--- src/rtl/alu_pkg.sv ---
// Constants, opcodes and FSM encoding shared by the arbiter and the 4-bit ALU.
package alu_pkg;

  localparam int DATA_W = 4;
  localparam int SEL_W  = 3;

  localparam logic [SEL_W-1:0] ALU_ADD    = 3'b000;
  localparam logic [SEL_W-1:0] ALU_SUB    = 3'b001;
  localparam logic [SEL_W-1:0] ALU_AND    = 3'b010;
  localparam logic [SEL_W-1:0] ALU_OR     = 3'b011;
  localparam logic [SEL_W-1:0] ALU_XOR    = 3'b100;
  localparam logic [SEL_W-1:0] ALU_NOT_A  = 3'b101;
  localparam logic [SEL_W-1:0] ALU_PASS_B = 3'b110;
  localparam logic [SEL_W-1:0] ALU_PASS_A = 3'b111;

  typedef enum logic [1:0] {
    IDLE = 2'd0,
    EXEC = 2'd1,
    RESP = 2'd2
  } state_t;

endpackage

--- src/rtl/alu4bit.sv ---
// Purely combinational ALU: a, b, sel -> result, carry (add carry-out / sub borrow), zero.
module alu4bit #(
  parameter int DATA_W = alu_pkg::DATA_W,
  parameter int SEL_W  = alu_pkg::SEL_W
) (
  input  logic [DATA_W-1:0] a,
  input  logic [DATA_W-1:0] b,
  input  logic [SEL_W-1:0]  sel,
  output logic [DATA_W-1:0] result,
  output logic              carry,
  output logic              zero
);
  import alu_pkg::*;

  logic [DATA_W:0] sum;
  logic [DATA_W:0] diff;

  // The extra top bit of the widened difference is the borrow.
  assign sum  = {1'b0, a} + {1'b0, b};
  assign diff = {1'b0, a} - {1'b0, b};

  always_comb begin
    result = a;
    carry  = 1'b0;
    case (sel)
      ALU_ADD:    begin result = sum[DATA_W-1:0];  carry = sum[DATA_W];  end
      ALU_SUB:    begin result = diff[DATA_W-1:0]; carry = diff[DATA_W]; end
      ALU_AND:    result = a & b;
      ALU_OR:     result = a | b;
      ALU_XOR:    result = a ^ b;
      ALU_NOT_A:  result = ~a;
      ALU_PASS_B: result = b;
      default:    result = a;
    endcase
  end

  assign zero = (result == '0);

endmodule

--- src/rtl/alu_req_arbiter.sv ---
// Round-robin arbiter sharing one alu4bit between two valid/ready requesters,
// returning a tagged, registered result on a single response channel.
module alu_req_arbiter #(
  parameter int DATA_W = alu_pkg::DATA_W,
  parameter int SEL_W  = alu_pkg::SEL_W
) (
  input  logic                  clk,
  input  logic                  rst,
  input  logic [1:0]            req_valid,
  output logic [1:0]            req_ready,
  input  logic [2*DATA_W-1:0]   req_a,
  input  logic [2*DATA_W-1:0]   req_b,
  input  logic [2*SEL_W-1:0]    req_sel,
  output logic                  rsp_valid,
  input  logic                  rsp_ready,
  output logic                  rsp_id,
  output logic [DATA_W-1:0]     rsp_result,
  output logic                  rsp_carry,
  output logic                  rsp_zero,
  output logic                  busy
);
  import alu_pkg::*;

  state_t              state_reg, state_next;
  logic                last_grant_reg;
  logic                grant;
  logic                accept;
  logic [DATA_W-1:0]   a_reg, b_reg;
  logic [SEL_W-1:0]    sel_reg;
  logic                id_reg;
  logic [DATA_W-1:0]   alu_result;
  logic                alu_carry, alu_zero;

  alu4bit #(.DATA_W(DATA_W), .SEL_W(SEL_W)) u_alu (
    .a      (a_reg),
    .b      (b_reg),
    .sel    (sel_reg),
    .result (alu_result),
    .carry  (alu_carry),
    .zero   (alu_zero)
  );

  // On a tie the requester that did not win last time gets the grant.
  assign grant  = (req_valid == 2'b11) ? ~last_grant_reg : req_valid[1];
  assign accept = (state_reg == IDLE) && (|req_valid);
  assign busy   = (state_reg != IDLE);

  always_comb begin
    req_ready  = 2'b00;
    state_next = state_reg;
    if (accept) req_ready[grant] = 1'b1;
    case (state_reg)
      IDLE:    if (accept) state_next = EXEC;
      EXEC:    state_next = RESP;
      RESP:    if (rsp_ready) state_next = IDLE;
      default: state_next = IDLE;
    endcase
  end

  always_ff @(posedge clk) begin
    if (rst) begin
      state_reg      <= IDLE;
      last_grant_reg <= 1'b1;
      a_reg          <= '0;
      b_reg          <= '0;
      sel_reg        <= '0;
      id_reg         <= 1'b0;
      rsp_valid      <= 1'b0;
      rsp_id         <= 1'b0;
      rsp_result     <= '0;
      rsp_carry      <= 1'b0;
      rsp_zero       <= 1'b0;
    end else begin
      state_reg <= state_next;
      if (accept) begin
        a_reg          <= grant ? req_a[2*DATA_W-1:DATA_W] : req_a[DATA_W-1:0];
        b_reg          <= grant ? req_b[2*DATA_W-1:DATA_W] : req_b[DATA_W-1:0];
        sel_reg        <= grant ? req_sel[2*SEL_W-1:SEL_W] : req_sel[SEL_W-1:0];
        id_reg         <= grant;
        last_grant_reg <= grant;
      end
      if (state_reg == EXEC) begin
        rsp_valid  <= 1'b1;
        rsp_id     <= id_reg;
        rsp_result <= alu_result;
        rsp_carry  <= alu_carry;
        rsp_zero   <= alu_zero;
      end else if (state_reg == RESP && rsp_ready) begin
        rsp_valid <= 1'b0;
      end
    end
  end

endmodule

--- config.mk ---
export PLATFORM = sky130hd
export DESIGN_NAME = alu_req_arbiter
export DESIGN_NICKNAME = d
export VERILOG_FILES = /design/src/rtl/alu_pkg.sv /design/src/rtl/alu4bit.sv /design/src/rtl/alu_req_arbiter.sv
export SDC_FILE = /design/constraint.sdc
export NUM_CORES = 1
export LEC_CHECK = 0
export CAP_MARGIN = 25
export CORE_ASPECT_RATIO = 0.6
export CORE_MARGIN = 1
export CORE_UTILIZATION = 35
export DETAILED_ROUTE_END_ITERATION = 6
export PLACE_DENSITY = 0.6
export SLEW_MARGIN = 10
export SYNTH_ARGS = -nofsm -noshare
export SYNTH_HDL_FRONTEND = slang
export SYNTH_HIERARCHICAL = 1
export SYNTH_SLANG_ARGS = --single-unit
--- constraint.sdc ---
create_clock -name clk -period 5.54 [get_ports clk]
set_input_delay 1.385 -clock clk [delete_from_list [all_inputs] [get_ports clk]]
set_output_delay 1.385 -clock clk [all_outputs]
set_load 0.01 [all_outputs]
==> qor.yml, run 1 <==
run_status:
  status: "completed"
cts:
  insertion_delay_ps: 260
  cts_hold_buf: 0
  clkSinkCount: 23
  clk_pin_slew_ps: 70
  cts_max_path_buffers: 2
  cts_root_buf: "clkbuf_8"
  cts_made_buffers: 3
  htree_levels: 1
  cts_resized: 0
  post_cts_buffers: 0
  cts_tree: "yes"
grt:
  antenna_found_initial: 0
  grt_max_degree: 24
  grt_overflow: 0
  grt_pass1_wl_um: 6430
  track_usage_pct: 16.1
  grt_pass1_vias: 1289
synthesis:
  ys.warnings.count: 6
  synth_area_leaders: "dfxtp_1 (28%), nand2_1 (10%), ha_1 (9.1%)"
  ys_ff_latch: 23
  ys_seq_area_share_pct: 27.8
  syn_nets: 248
  synth_top_area_cell: "dfxtp_1"
  synth-edff-count: 0
  synth_commonest_cells: "nand2_1 (46), a21oi_1 (26), dfxtp_1 (23), nor2_1 (14), ha_1 (12)"
  avgSynthCellArea_um2: 7.99
  syn_area_mm2: 0.00165
  synth-async-reset-ratio_pct: 0
  synthCells: 207
  yosysMostFrequentCell: "nand2_1"
  netlist-cell-type-count: 49
  synthFlopType: "dfxtp_1"
  synth_top_area_share_pct: 27.8
timing:
  hold_viol: 0
  rsz0062_at_grt: "no"
  setup_tns_ps: 0
  clock_skew_ps: 7.35
  period_needed_ps: 4550
  min_period_over_period_pct: 82.1
  fmax_ghz: 0.220
  drv_slew: 0
  tightest_slew_ps: 1030
  setup_viol: 0
  relSlewSlack_pct: 31.1
setup_path:
  max_stage_delay_ps: 530
  critPathKind: "in2out"
  end_kind: "output port"
  required_ps: 4160
  crit_path_cell_trace: "clkdlybuf4s50_1 > a21boi_2 > nand2_1 > inv_1 > clkdlybuf4s50_1"
  cpMaxStageDelayCell: "clkdlybuf4s50_1"
  start_kind: "input pin"
  worstPathArrival_ps: 3160
  crit_top_cell: "clkdlybuf4s50_1"
  worstPathMaxFanout: 13
cells_and_area:
  seq_area_um2: 460
  fillCellCount: 442
  design_area_mm2: 0.00206
  multiInputGateArea_mm2: 0.00105
  fin_util_pct: 47.5
  stdcell_count: 293
  drive_gt1_share_pct: 8.58
  nets: 275
  n_antenna_cell: 0
  syn2layout_area_growth_pct: 24.3
power_and_ir_drop:
  p_comb_share_pct: 38.7
  swShare_pct: 36.1
  power.density_mw_per_mm2: 251
  p_sw_uw: 186
  seq_power_share_pct: 41.5
  p_clk_share_pct: 19.7
  leakage_nw: 0.775
  power.internal_uw: 329
  ir_drop_v: 0.000130
detailed_routing:
  firstDrtPassIters: 4
  vias_per_cell: 5.15
  drt_iter0_drc: 117
  vias: 1508
  drt.antenna.violating_nets: 0
  drt_wl_total_um: 3950
  drc: 0
  wire_per_inst_um: 13.5
floorplanning:
  dieArea_mm2: 0.00501
  core-area_mm2: 0.00432
  start_util_pct: 38.3
  fp.dieW_um: 90.8
  core.rowCount: 18
  io_pins: 38
  die_h_um: 55.3
placement:
  dpl_cell_area_mm2: 0.00201
  dp_hpwl_um: 3070
  gp_congestion: 0.775
  dpl.cell_count: 289
  port-buffer-count: 37
hold_path:
  worst_hold_path_type: "reg2reg"
job:
  max_cap_viol_count: 0
## routing by layer
layer,part of all wire (%),global-route usage [%]
met4,0,2.07
met1,54,25.2
met3,7.2,5.23
met5,0,0
met2,39,21.3
## critical path: cells and delay by family
family	cells	cell delay [ps]
AOI/OAI and AO/OA	1	520
and+or+nand+nor	1	140
buffers and inverters	3	1120
## layout by cell type (no fill, tap or decap), types with 2 or more instances in the layout
| master | n |
|---|---|
| a311oi_1 | 3 |
| fa_1 | 2 |
| a21oi_1 | 26 |
| o21ai_0 | 6 |
| nand2_1 | 46 |
| nor2b_1 | 3 |
| nor2_1 | 14 |
| dfxtp_1 | 23 |
| nand3_1 | 3 |
| a22oi_1 | 2 |
| nand3b_1 | 2 |
| o211ai_1 | 2 |
| a221o_1 | 2 |
| clkdlybuf4s50_1 | 37 |
| a311oi_2 | 8 |
| ha_1 | 12 |
| inv_1 | 11 |
| clkbuf_8 | 3 |
## stage by stage
stage	power, mW	hold slack (ps)	setup slack [ps]
2_1_floorplan	0.354	428	2230
3_3_place_gp	0.415	444	1020
3_5_place_dp	0.416	448	974
4_1_cts	0.519	459	962
5_1_grt	0.555	475	832
6_report	0.515	455	991
## cells by family (layout without fill, tap and decap cells)
group                    Yosys count  count (layout)  share of synthesized area, %
AO/OA/AOI/OAI                     61              61                          27.9
XOR/XNOR                           2               2                          1.06
adder cells (fa/ha/maj)           14              14                          11.5
buffers and inverters             28              54                          8.55
flip-flops                        23              23                          27.8
multiplexers                       2               2                          2.04
AND/OR/NAND/NOR                   77              77                          21.1
## path summary, 6_finish.rpt
| path | from | end | slack (ps) | cells past startpoint |
|---|---|---|---|---|
| min reg2reg | rsp_id | rsp_id | 450 | 2 |
| max reg2reg | a_reg[0] | rsp_zero | 3130 | 10 |
| min | rsp_id | rsp_id | 450 | 2 |
| max | req_valid[1] | req_ready[1] | 990 | 5 |
## layout make-up
cell class / count / area share [%]
repair buffers: 37 / 18.0
clock buffers: 3 / 2.01
multi-input cells: 156 / 51.2
well taps: 60 / 3.65
inverters: 13 / 2.50
clock inverters: 1 / 0.243
flip-flops and latches: 23 / 22.4
## power by group through the flow
stage,clock network [mW],registers [mW],logic (mW)
after floorplan,0,0.204,0.150
final,0.102,0.214,0.200
after CTS,0.106,0.214,0.199
after global routing,0.115,0.218,0.221
after global placement,0,0.218,0.197
after detailed placement,0,0.218,0.198
No activity file was read; power rests on OpenSTA's default activity.
==> run 2: changes to the inputs <==
--- a/config.mk
+++ b/config.mk
@@ -10,7 +10,7 @@
 export CORE_MARGIN = 1
 export CORE_UTILIZATION = 35
 export DETAILED_ROUTE_END_ITERATION = 6
-export PLACE_DENSITY = 0.6
+export PLACE_DENSITY = 0.63
 export SLEW_MARGIN = 10
 export SYNTH_ARGS = -nofsm -noshare
 export SYNTH_HDL_FRONTEND = slang
==> constraint.sdc (replaced) <==
create_clock -name clk -period 4.1 [get_ports clk]
set_input_delay 1.025 -clock clk [delete_from_list [all_inputs] [get_ports clk]]
set_output_delay 1.025 -clock clk [all_outputs]
set_load 0.01 [all_outputs]
==> run 2 against run 1 <==
Clock power grew 38%. Non-clock buffer count is 3 higher. Critical path depth stayed put. Clock skew decreased by 3.1 ps. Combinational power is 35% higher. Cell count rose by 1.0%.
==> qor.yml, run 2 (synthesis results as in run 1) <==
setup_path:
  required_ps: 3070
  startpoint: "req_valid[1]"
  start_kind: "input pin"
  rr_worst_depth: 10
  worstPathMaxFanout: 6
  rr_startpoint: "a_reg[0]"
  crit_end: "req_ready[1]"
  end_kind: "output port"
  worstPathArrival_ps: 2570
  r2r_end: "rsp_zero"
  rrSetupSlack_ps: 1690
  critPathKind: "in2out"
timing:
  relSlewSlack_pct: 32.8
  drv_slew: 0
  hold_viol: 0
  min_period_over_period_pct: 87.7
  period_needed_ps: 3600
  rsz0062_at_grt: "no"
  setup_tns_ps: 0
  setup_viol: 0
  clock_skew_ps: 4.30
  fmax_ghz: 0.278
  whs_ps: 456
  tightest_slew_ps: 1000
cells_and_area:
  nets: 278
  design_area_mm2: 0.00208
  syn2layout_area_growth_pct: 25.6
  fin_util_pct: 48.1
  n_antenna_cell: 0
  drive_gt1_share_pct: 9.75
  final_cell_mix: "nand2_1 (46), clkdlybuf4s50_1 (37), a21oi_1 (26)"
  final_common_cell: "nand2_1"
detailed_routing:
  vias_per_cell: 5.09
  drc: 0
  vias: 1506
  drt_iter0_drc: 104
  drt.antenna.violating_nets: 0
  wire_per_inst_um: 13.3
  drt_wl_total_um: 3930
  firstDrtPassIters: 4
hold_path:
  worst_hold_path_type: "reg2reg"
cts:
  post_cts_buffers: 0
  clk_pin_slew_ps: 80
  cts_resized: 0
  cts_max_path_buffers: 2
  cts_tree: "yes"
  cts_made_buffers: 3
  htree_levels: 1
  insertion_delay_ps: 260
  clkSinkCount: 23
  cts_hold_buf: 0
  cts_root_buf: "clkbuf_8"
grt:
  grt_pass1_vias: 1364
  track_usage_pct: 16.5
  grt_max_degree: 24
  grt_overflow: 0
  antenna_found_initial: 0
  use_met1_pct: 25.0
  grt_pass1_wl_um: 6620
  use_met2_pct: 24.0
  grt_busiest_layer: "met1"
  met3_usage_pct: 3.72
placement:
  gp_congestion: 0.780
  dpl_cell_area_mm2: 0.00203
  dp_hpwl_um: 2970
  port-buffer-count: 37
power_and_ir_drop:
  seq_power_share_pct: 41.2
  swShare_pct: 36.1
  power_uw: 702
  power.density_mw_per_mm2: 338
  power.internal_uw: 448
  p_comb_share_pct: 38.7
  p_sw_uw: 254
  ir_drop_v: 0.000170
  p_clk_share_pct: 20.2
  leakage_nw: 0.790
job:
  max_cap_viol_count: 0
run_status:
  status: "completed"
floorplanning:
  die_h_um: 55.3
  dieArea_mm2: 0.00501
  core.rowCount: 18
  core-area_mm2: 0.00432
  fp.dieW_um: 90.8
  start_util_pct: 38.3
  io_pins: 38
-- run 2: changes by cell type in the layout (fill, tap and decap cells not counted) --
cell / change
buf_4: +3
-- run 2: power by group through the flow --
stage / logic [mW] / clock network, mW / registers [mW]
4_1_cts: 0.270 / 0.144 / 0.289
6_report: 0.271 / 0.141 / 0.289
3_3_place_gp: 0.267 / 0 / 0.294
2_1_floorplan: 0.202 / 0 / 0.276
5_1_grt: 0.301 / 0.155 / 0.295
3_5_place_dp: 0.269 / 0 / 0.294
-- run 2: stage by stage --
step,cells,setup WS (ps)
finish,296,505
global route,296,431
CTS,296,520
detailed placement,292,525
global placement,292,558
floorplan,207,1510
-- run 2: metal layers --
layer,up-vias,wire [um]
li1,783,-
met1,672,2070
met2,49,1660
met3,2,193
met4,0,9
met5,-,0
-- run 2: worst min path at each step --
stage,endpoint,cells past startpoint,start,slack [ps]
after floorplan,rsp_id,2,id_reg,430
after CTS,rsp_result[0],2,rsp_result[0],460
after global routing,rsp_zero,2,rsp_zero,480
after global placement,rsp_id,2,id_reg,450
after detailed placement,rsp_result[0],2,rsp_result[0],450
final,rsp_id,2,rsp_id,460
-- run 2: area by class of cell --
type | count | area [um^2]
well taps | 60 | 75.1
flip-flops and latches | 23 | 460
clock inverters | 1 | 5.00
clock buffers | 3 | 41.3
fillers | 431 | 2250
repair buffers | 40 | 393
inverters | 13 | 51.3
multi-input cells | 156 | 1050
-- run 2: critical path: stages --
cell	delay [ps]
clkdlybuf4s50_1	510
a21boi_2	300
nand2_1	130
inv_1	80
clkdlybuf4s50_1	520
==> edit (config.mk and constraints of run 2) <==
Reset style: asynchronous (`rst`), changed in one clocked block.
--- a/src/rtl/alu_req_arbiter.sv
+++ b/src/rtl/alu_req_arbiter.sv
@@ -57,7 +57,7 @@
     endcase
   end
 
-  always_ff @(posedge clk) begin
+  always_ff @(posedge clk or posedge rst) begin
     if (rst) begin
       state_reg      <= IDLE;
       last_grant_reg <= 1'b1;
Check against the original RTL: differs if rst is asserted again (counterexample within 4 cycles, from zero or initial values and one cycle with rst high); with rst held inactive, the same outputs for 10 cycles.
==> edit against run 2 <==
  * Cell area grew 4.5%
  * Worst setup slack lost 0.082 ns
  * Die area grew 4.9%
  * Sequential cell count is the same
  * Global-route usage shrank 2.3 points
  * Wire length shrank 8.3%
  * Register-to-register slack lost 0.05 ns
  * Core utilization shrank 1.5 points
  * Non-clock buffer count shrank 1
  * Synthesized area grew 5.0%
  * Sequential share of layout area grew 4.4 points
  * Highest routed layer unchanged
Power is not compared: it rests on default switching activity, and its combinational part moved more than twofold at a synthesized area within 25%.
==> edit: results <==
set metrics [dict create \
    rr_startpoint "a_reg[0]" \
    drive_gt1_share_pct 14.9 \
    syn-num-nets 225 \
    synth_area_leaders "dfrtp_1, ha_1, a31oi_2" \
    fin_skew_ns 0.00596 \
    wire_per_inst_um 13.0 \
    crit_arrival_ns 2.65 \
    crit_fanout 12 \
    fillers 467 \
    grtUsageTotal_pct 14.1 \
    grt_first_pass_wirelength_um 5820 \
    synthTopCellsByCount "nand2_1, dfrtp_1, a21oi_1" \
    reg2reg_depth 9 \
    tightest_slew_ns 0.906 \
    drtIter0Drc 97 \
    ys_types 50 \
    port_buffers 37 \
    status "completed" \
    yosys.area_share.xor_xnor_pct 1.01 \
    ys_seq_area_share_pct 33.2 \
    via_per_inst 5.04 \
    synthMuxAreaShare_pct 8.00 \
    min_from "rsp_result[1]" \
    synth_compound_area_share_pct 23.0 \
    whs_path_depth 1 \
    nets 257 \
    synth_fa_ha_area_share_pct 11.0 \
    gp_congestion 0.807 \
    num_rows 19 \
]
==> edit: cell types whose count changed in the layout (fill, tap and decap cells not counted), sizes merged, moves of 2 or more <==
cell	before	now
o21ai	8	6
a21oi	26	19
dfxtp	23	0
nor2	15	11
inv	13	15
mux2	1	8
a31oi	1	12
a311oi	11	0
nand2	46	29
dfrtp	0	22
==> edit: worst max-delay path: stages <==
cell and delay [ns]:
clkdlybuf4s50_1 0.50, a21bo_2 0.33, nor3_2 0.21, clkdlybuf4s50_1 0.59
==> edit: per-stage QoR <==
step | setup slack (ns) | area [um2] | hold WS, ns | cells | util, %
2_1_floorplan | 1.60 | 1740 | 0.450 | 184 | -
3_3_place_gp | 0.456 | 2120 | 0.497 | 274 | 45.5
3_5_place_dp | 0.428 | 2120 | 0.500 | 274 | 45.5
4_1_cts | 0.424 | 2170 | 0.523 | 278 | 46.6
5_1_grt | 0.347 | 2170 | 0.529 | 278 | 46.6
6_report | 0.423 | 2170 | 0.516 | 278 | 46.6
==> edit: metal layers <==
layer	global-route usage, %	share of wire [%]	vias to the layer above
met4	1.32	0.11	0
met3	4.47	7.8	2
met5	0	0	-
met1	22.8	54	635
li1	-	-	707
met2	18.3	38	57
==> edit: power breakdown <==
group / switching [mW] / internal [mW] / total [mW] / leakage (nW)
logic: 0.500 / 0.531 / 1.03 / 0.634
clock network: 0.0791 / 0.0688 / 0.148 / 0.0217
registers: 0.189 / 0.342 / 0.531 / 0.269
==> edit: path summary, 6_finish.rpt <==
| path | to | slack (ns) |
|---|---|---|
| worst max-delay path | req_ready[1] | 0.42 |
| worst max register to register | rsp_zero | 1.64 |
| worst min register to register | rsp_result[1] | 0.52 |
| min in group asynchronous | rsp_valid | 1.24 |
| max in group asynchronous | a_reg[2] | 2.32 |
| worst min-delay path | rsp_result[1] | 0.52 |
==> edit: final cells by class <==
| type | count | area [um2] | area share (%) |
|---|---|---|---|
| flip-flops and latches | 23 | 577 | 26.6 |
| inverters | 15 | 58.8 | 2.71 |
| repair buffers | 39 | 385 | 17.8 |
| clock buffers | 3 | 41.3 | 1.90 |
| well taps | 63 | 78.8 | 3.63 |
| clock inverters | 1 | 7.51 | 0.346 |
| multi-input cells | 134 | 1020 | 47.1 |
==> edit: cell families after synthesis <==
group	after synthesis
simple gates	56
compound gates	53
buf+inv	27
flops	23
fa+ha+maj	14
mux	9
xor+xnor	2
